`config.mk`:
```
export PLATFORM = sky130hd
export DESIGN_NAME = fb_arbiter
export DESIGN_NICKNAME = d
export VERILOG_FILES = /design/src/rtl/pong_pkg.sv /design/src/rtl/arb_wait_counter.sv /design/src/rtl/fb_arbiter.sv
export SDC_FILE = /design/constraint.sdc
export NUM_CORES = 1
export LEC_CHECK = 0
export ABC_CLOCK_PERIOD_IN_PS = 4600
export CAP_MARGIN = 20
export CELL_PAD_IN_SITES_DETAIL_PLACEMENT = 1
export CELL_PAD_IN_SITES_GLOBAL_PLACEMENT = 1
export CORE_ASPECT_RATIO = 0.6
export CORE_MARGIN = 2
export CORE_UTILIZATION = 32
export DETAILED_ROUTE_END_ITERATION = 8
export PLACE_DENSITY = 0.86
export SLEW_MARGIN = 40
export SYNTH_ARGS = -nofsm -noshare
export SYNTH_HDL_FRONTEND = slang
export SYNTH_HIERARCHICAL = 1
export SYNTH_SLANG_ARGS = --single-unit
```
`constraint.sdc`:
```
create_clock -name clk -period 4.6 [get_ports clk]
set_input_delay 0.92 -clock clk [delete_from_list [all_inputs] [get_ports clk]]
set_output_delay 0.92 -clock clk [all_outputs]
set_load 0.02 [all_outputs]
```
`src/rtl/pong_pkg.sv`:
```
// Shared constants and types for the pong framebuffer path.
// Addresses are linear pixel indices: y*SCREEN_W + x.
package pong_pkg;

    localparam int unsigned SCREEN_W = 640;
    localparam int unsigned SCREEN_H = 480;
    localparam int unsigned ADDR_W   = 19;
    localparam int unsigned MAX_ADDR = SCREEN_W * SCREEN_H - 1;

    typedef enum logic [1:0] {
        ST_IDLE     = 2'd0,
        ST_OWN_PAD  = 2'd1,
        ST_OWN_BALL = 2'd2
    } arb_state_t;

    typedef enum logic {
        RR_PAD  = 1'b0,
        RR_BALL = 1'b1
    } rr_sel_t;

endpackage

```
`src/rtl/arb_wait_counter.sv`:
```
// Per-writer wait counter with a sticky starvation flag.
// The counter saturates at MAX_WAIT; the flag is set on the edge the counter reaches it.
module arb_wait_counter #(
    parameter int unsigned MAX_WAIT = 1023
) (
    input  logic i_clk,
    input  logic i_rst,
    input  logic i_req,
    input  logic i_gnt,
    input  logic i_clr,
    output logic o_starve
);

    localparam int unsigned CW = $clog2(MAX_WAIT + 1);
    localparam logic [CW-1:0] LIMIT = CW'(MAX_WAIT);

    logic [CW-1:0] r_cnt;
    logic          r_starve;
    logic          w_waiting;
    logic          w_set;

    assign w_waiting = i_req & ~i_gnt;
    assign w_set     = w_waiting & (r_cnt >= LIMIT - 1'b1);

    always_ff @(posedge i_clk or posedge i_rst) begin
        if (i_rst) begin
            r_cnt <= '0;
        end else if (!w_waiting) begin
            r_cnt <= '0;
        end else if (r_cnt != LIMIT) begin
            r_cnt <= r_cnt + 1'b1;
        end
    end

    // A set in the same cycle as a clear wins.
    always_ff @(posedge i_clk or posedge i_rst) begin
        if (i_rst) begin
            r_starve <= 1'b0;
        end else if (w_set) begin
            r_starve <= 1'b1;
        end else if (i_clr) begin
            r_starve <= 1'b0;
        end
    end

    assign o_starve = r_starve;

endmodule

```
`src/rtl/fb_arbiter.sv`:
```
// Single-port framebuffer arbiter: scan-out reads first, then paddle/ball writers
// round-robin, with optional lock for atomic multi-write bursts.
module fb_arbiter
    import pong_pkg::*;
#(
    parameter int unsigned ADDR_W   = pong_pkg::ADDR_W,
    parameter int unsigned MAX_WAIT = 1023
) (
    input  logic              clk,
    input  logic              reset,
    input  logic              scan_re,
    input  logic [ADDR_W-1:0] scan_addr,
    output logic              scan_rdata,
    output logic              scan_rvalid,
    input  logic              pad_req,
    input  logic              pad_lock,
    input  logic [ADDR_W-1:0] pad_addr,
    input  logic              pad_wdata,
    output logic              pad_gnt,
    input  logic              ball_req,
    input  logic              ball_lock,
    input  logic [ADDR_W-1:0] ball_addr,
    input  logic              ball_wdata,
    output logic              ball_gnt,
    output logic              mem_en,
    output logic              mem_we,
    output logic [ADDR_W-1:0] mem_addr,
    output logic              mem_wdata,
    input  logic              mem_rdata,
    output logic [1:0]        starve,
    input  logic              starve_clr
);

    arb_state_t r_state, w_state_nxt;
    rr_sel_t    r_rr, w_rr_nxt;
    logic       r_rvalid;
    logic       r_rdata;
    logic       w_pad_gnt;
    logic       w_ball_gnt;
    logic       w_pad_starve;
    logic       w_ball_starve;

    always_ff @(posedge clk or posedge reset) begin
        if (reset) begin
            r_state  <= ST_IDLE;
            r_rr     <= RR_PAD;
            r_rvalid <= 1'b0;
            r_rdata  <= 1'b0;
        end else begin
            r_state  <= w_state_nxt;
            r_rr     <= w_rr_nxt;
            r_rvalid <= scan_re;
            if (scan_re) begin
                r_rdata <= mem_rdata;
            end
        end
    end

    // Grant decode is gated by reset so nothing reaches the RAM while reset is high.
    always_comb begin
        w_pad_gnt  = 1'b0;
        w_ball_gnt = 1'b0;
        if (!reset && !scan_re) begin
            case (r_state)
                ST_IDLE: begin
                    if (pad_req && ball_req) begin
                        if (r_rr == RR_PAD) begin
                            w_pad_gnt = 1'b1;
                        end else begin
                            w_ball_gnt = 1'b1;
                        end
                    end else if (pad_req) begin
                        w_pad_gnt = 1'b1;
                    end else if (ball_req) begin
                        w_ball_gnt = 1'b1;
                    end
                end
                ST_OWN_PAD:  w_pad_gnt  = pad_req;
                ST_OWN_BALL: w_ball_gnt = ball_req;
                default: ;
            endcase
        end
    end

    always_comb begin
        w_state_nxt = r_state;
        w_rr_nxt    = r_rr;
        if (!scan_re) begin
            case (r_state)
                ST_IDLE: begin
                    if (w_pad_gnt && pad_lock) begin
                        w_state_nxt = ST_OWN_PAD;
                    end else if (w_ball_gnt && ball_lock) begin
                        w_state_nxt = ST_OWN_BALL;
                    end
                end
                ST_OWN_PAD: begin
                    if (!pad_lock) begin
                        w_state_nxt = ST_IDLE;
                    end
                end
                ST_OWN_BALL: begin
                    if (!ball_lock) begin
                        w_state_nxt = ST_IDLE;
                    end
                end
                default: w_state_nxt = ST_IDLE;
            endcase
        end
        if (w_pad_gnt) begin
            w_rr_nxt = RR_BALL;
        end else if (w_ball_gnt) begin
            w_rr_nxt = RR_PAD;
        end
    end

    always_comb begin
        mem_en    = 1'b0;
        mem_we    = 1'b0;
        mem_addr  = '0;
        mem_wdata = 1'b0;
        if (!reset) begin
            if (scan_re) begin
                mem_en   = 1'b1;
                mem_addr = scan_addr;
            end else if (w_pad_gnt) begin
                mem_en    = 1'b1;
                mem_we    = 1'b1;
                mem_addr  = pad_addr;
                mem_wdata = pad_wdata;
            end else if (w_ball_gnt) begin
                mem_en    = 1'b1;
                mem_we    = 1'b1;
                mem_addr  = ball_addr;
                mem_wdata = ball_wdata;
            end
        end
    end

    arb_wait_counter #(
        .MAX_WAIT(MAX_WAIT)
    ) u_pad_wait (
        .i_clk   (clk),
        .i_rst   (reset),
        .i_req   (pad_req),
        .i_gnt   (w_pad_gnt),
        .i_clr   (starve_clr),
        .o_starve(w_pad_starve)
    );

    arb_wait_counter #(
        .MAX_WAIT(MAX_WAIT)
    ) u_ball_wait (
        .i_clk   (clk),
        .i_rst   (reset),
        .i_req   (ball_req),
        .i_gnt   (w_ball_gnt),
        .i_clr   (starve_clr),
        .o_starve(w_ball_starve)
    );

    assign pad_gnt     = w_pad_gnt;
    assign ball_gnt    = w_ball_gnt;
    assign scan_rvalid = r_rvalid;
    assign scan_rdata  = r_rdata;
    assign starve      = {w_ball_starve, w_pad_starve};

endmodule

```
# Yosys cells after proc, flatten, opt, wreduce, memory -nomap -nowiden
# Cells that the tools add are included.
[op_classes]
n_addsub = 2
muxes = 39
n_reduce_logical = 11
n_bitwise = 7
order_cmp = 2
eq_ne = 9
[ops]
columns = ["op", "count"]
rows = [
  ["$mux 19", 4],
  ["$mux 10", 4],
  ["$mux 1", 24],
  ["$add 10x1->10 const B", 2],
  ["$ge 10x10->1 const B", 2],
  ["$ne 10x10->1 const B", 2],
  ["$mux 2", 4],
  ["$ne 2x2->1 const B", 4],
  ["$pmux 2 s3", 1],
  ["$reduce_bool 2->1", 3],
  ["$and 1x1->1", 4],
  ["$logic_and 1x1->1", 4],
  ["$pmux 1 s2", 2],
  ["$reduce_and 4->1", 1],
  ["$ne 3x3->1 const B", 1],
  ["$not 1->1", 3],
  ["$eq 2x1->1 const B", 1],
  ["$eq 2x2->1 const B", 1],
  ["$logic_not 1->1", 2],
  ["$logic_not 2->1", 1],
]
[totals]
reg_bits = 27
wordCells = 78
out_inout_bits = 28

# Depth between registers and ports, before layout
[depth]
depth_word = 9
depth_mapped = 6

# Modules after synthesis
# The synthesis kept the hierarchy.
[by_module_without_submodules]
columns = ["mod", "cells_per_inst", "seq_area_each_um2", "area_per_inst_um2", "n_inst"]
rows = [
  ["arb_wait_counter", 63, 275.3, 621.8, 2],
  ["fb_arbiter", 71, 125.1, 689.4, 1],
]

# Worst setup path after synthesis
# No wires, ideal clock.
[synth_timing]
kind = "in2out"
start = "input port ball_req"
end = "output port mem_addr[16]"
path_buffers = 1
cell_stages = 4
required_ns = 3.680
slack_ns = 1.657
arrival_ns = 2.023
cell_sequence = "nor2b_2 -> a2111oi_4 -> buf_6 -> a221o_1"
[synth_lines]
columns = ["element", "line_no", "rtl"]
rows = [
  ["from (decl)", "fb_arbiter.sv:20", "input logic ball_req,"],
  ["$logic_and 1x1->1", "fb_arbiter.sv:66", "if (pad_req && ball_req) begin"],
  ["$mux 1", "fb_arbiter.sv:66", ""],
  ["$pmux 1 s2", "fb_arbiter.sv:64", "case (r_state)"],
  ["$mux 1", "fb_arbiter.sv:63", "if (!reset && !scan_re) begin"],
  ["named net pad_gnt", "fb_arbiter.sv:19", "output logic pad_gnt,"],
  ["$mux 19", "fb_arbiter.sv:126", "end else if (w_pad_gnt) begin"],
  ["$mux 19", "fb_arbiter.sv:123", "if (scan_re) begin"],
  ["$mux 19", "fb_arbiter.sv:122", "if (!reset) begin"],
  ["to (decl)", "fb_arbiter.sv:27", "output logic [ADDR_W-1:0] mem_addr,"],
]
# The timed path passes the listed nets, and every way through them passes these cells.

# Worst setup path in the final report
[layout_timing]
start = "input port scan_re"
end = "output port mem_addr[16]"
[layout_via]
elab_chain_len = 7
[layout_lines]
columns = ["element", "line_no", "rtl"]
rows = [
  ["from (decl)", "fb_arbiter.sv:11", "input logic scan_re,"],
  ["$logic_not 1->1", "n/a", ""],
  ["$logic_and 1x1->1", "fb_arbiter.sv:63", ""],
  ["$mux 1", "fb_arbiter.sv:63", ""],
  ["$mux 19", "fb_arbiter.sv:131", "end else if (w_ball_gnt) begin"],
  ["$mux 19", "fb_arbiter.sv:126", ""],
  ["$mux 19 *", "fb_arbiter.sv:123", ""],
  ["$mux 19 *", "fb_arbiter.sv:122", ""],
]
# Every way passes the cells marked *; elsewhere a longest branch is shown, timed or not.

==> flow_summary.ini <==
[sta]
tightest_slew_ns = 0.507
clock_skew_ns = 0.00763
max_slew_margin = 0.662
setup_viol = 0
rsz0062_at_grt = false
hold_viol = 0
slew_viol_final = 0
post-route-period-util = 0.917
tns_ns = 0
fmax_mhz = 237
fin_crit_ns = 4.22

[die]
initial_core_util = 0.339
ios = 96
core_sq_mm = 0.00570
die_area_sq_mm = 0.00670
chipWidth_um = 104
die_h_um = 64.2
rows = 21

[clock_network]
clkLatencyLatePin_ns = 0.28
clockBufferDepth = 2
cts_sinks = 27
numCtsBuffers = 3
cts_resized = 0
post_cts_buffers = 0
clk_pin_slew_worst_paths_ns = 0.10
cts_hold_buf = 0
ctsHtreeMaxLevel = 1
cts_tree = built
root_buffer = clkbuf_8

[setup_path]
crit_required_ns = 3.68
worst_ep_arrival_time_ns = 3.30
critPathLaunchType = input port
slowest_stage = clkdlybuf4s50_1
path_depth = 5
crit_chain = clkdlybuf4s50_1, nor4b_2, o21a_2, a221o_1, clkdlybuf4s50_1
endpoint_kind = primary output
crit_path_max_fanout = 24
cp_common_cell = clkdlybuf4s50_1
criticalPathCategory = input port to primary output
path_delay_family = buffers and inverters
timing.rr.start = r_state[0]
crit_path_start = scan_re
crit_buf_inv = 2
slowest_delay_ns = 0.61
rr_worst_depth = 4

[logic_synthesis]
yosysSeqAreaShare = 0.350
synth_nets = 269
netlist_top_cells_count = dfrtp_1 (27), and2_1 (19), nor2_1 (18), inv_1 (14), a221o_1 (12)
synth_top_area_frac = 0.350
synth_edf_count = 0
synth.most_common_cell = dfrtp_1
synth_flop_cell = dfrtp_1
syn_inst = 197
synthArstFlopShare = 1.00
netlist_area_sq_mm = 0.00193
synth.distinct_cells = 44
yosysWarnings = 6
synth-seq-cells = 27
yosysTopAreaCell = dfrtp_1
avgSynthCellArea_sq_um = 9.81
synthTopCellsByArea = dfrtp_1 (35%), a221o_1 (6.2%), and2_1 (6.1%)

[routing]
viasPerCell = 5.12
ant_nets = 0
first_pass_iters = 4
via_count = 1880
remaining_drc_errors = 0
wl_um = 6730
drtIter0Drc = 70
detail_route.wl_per_cell_um = 18.3

[global_route]
grt_max_degree = 25
grtUsageTotal = 0.205
grt_pass1_vias = 1948
antenna_found_initial = 0
overflow = 0
grt_pass1_wl_um = 10700

[placed_design]
numPortBuffers = 95
gp_congestion = 0.885
numPlacedInstances = 363
hpwlAfterDp_um = 5430
placed_area_sq_mm = 0.00291

[worst_hold_path]
min_from = u_ball_wait/o_starve
min_path_cells = 2
hp-class = flop to flop

[run]
maxCapViolations = 0

[finish]
final_nets = 360
drive_above_1_share = 0.105
area_delta_synth_final_pct = 52.8
stdcell_area_sq_mm = 0.00295
multi_input_area_sq_mm = 0.00111
ff_latch_area_sq_um = 676
fillers = 667
num_antenna_cells = 0
fin_cells = 367

[pwr]
irDropWorstVdd_v = 0.000119
p_total_mw = 0.611
p_leak_nw = 1.17
power_density_mw_per_mm2 = 207

[run_status]
status = finished clean
## metrics by stage
| step | hold WS [ns] | worst slack (ns) | util |
|---|---|---|---|
| 6_report | 0.506 | 0.381 | 0.518 |
| 5_1_grt | 0.560 | 0.280 | 0.518 |
| 4_1_cts | 0.510 | 0.380 | 0.518 |
| 3_5_place_dp | 0.477 | 0.384 | 0.510 |
| 3_3_place_gp | 0.484 | 0.493 | 0.510 |
| 2_1_floorplan | 0.452 | 1.66 | - |
## worst paths after layout
check | end | slack, ns
worst max-delay path | mem_addr[16] | 0.38
worst min-delay path | u_ball_wait/o_starve | 0.51
worst max register to register | u_ball_wait/o_starve | 2.52
worst min register to register | u_ball_wait/o_starve | 0.51
max in group asynchronous | u_pad_wait/r_cnt[1] | 3.03
min in group asynchronous | r_state[1] | 1.14
## worst min-delay path: stages, from the launching register on
cell and delay, ns:
dfrtp_1 0.37, nand2b_1 0.06, o41ai_1 0.05
## state kept, by name (all words and copies together) (netlist names)
signal and flops:
u_ball_wait/o_starve 1, scan_rvalid 1, u_pad_wait/r_cnt 10, scan_rdata 1, r_rr 1, u_ball_wait/r_cnt 10, u_pad_wait/o_starve 1, r_state 2
## final cells by class
type	count	area share
tap	80	0.0339
clock buffer	3	0.0140
sequential	27	0.229
inverter	14	0.0178
multi-input combinational	145	0.376
clock inverter	1	0.00254
timing repair buffer	97	0.327
## kinds of logic after synthesis
logic type / count (synthesis) / synth area share
compound gates: 50 / 0.232
buf+inv: 25 / 0.0757
flops: 27 / 0.350
xor+xnor: 10 / 0.0453
mux: 3 / 0.0162
simple gates: 78 / 0.256
fa+ha+maj: 4 / 0.0259
## metal layers
metal,track usage,routed length (um)
met3,0.0408,180
met4,0.0135,8
met1,0.281,3220
met5,0,0
met2,0.349,3320
## report_power, final
| group | total (mW) | switching [mW] | internal (mW) |
|---|---|---|---|
| Sequential | 0.263 | 0.0152 | 0.248 |
| Clock | 0.141 | 0.0797 | 0.0616 |
| Combinational | 0.206 | 0.0886 | 0.117 |
| Total | 0.611 | 0.183 | 0.427 |
## cell usage in the layout (no fill, tap or decap), types with 2 or more instances in the layout
cell	Yosys	final
a221o_1	12	12
o311ai_1	2	2
and3_2	2	2
a21oi_2	2	2
a31oi_1	2	2
ha_1	4	4
nor3_1	2	2
clkbuf_8	0	3
buf_4	2	2
nand2_1	3	3
nand3_4	2	2
a221o_2	7	7
mux2i_1	2	2
nand2b_1	5	5
and3_1	2	2
nand3_1	8	8
nor4_1	2	2
xnor2_1	6	6
and2_1	19	19
nand4_1	4	4
o2111ai_1	2	2
clkdlybuf4s50_1	0	95
xor2_1	4	4
dfrtp_1	27	27
a211oi_1	4	4
and4_1	4	4
o41ai_1	2	2
nor2_1	18	18
a31o_1	3	3
inv_1	14	14
and4_4	2	2
a21oi_1	8	8
Power figures use the tool's default switching activity.
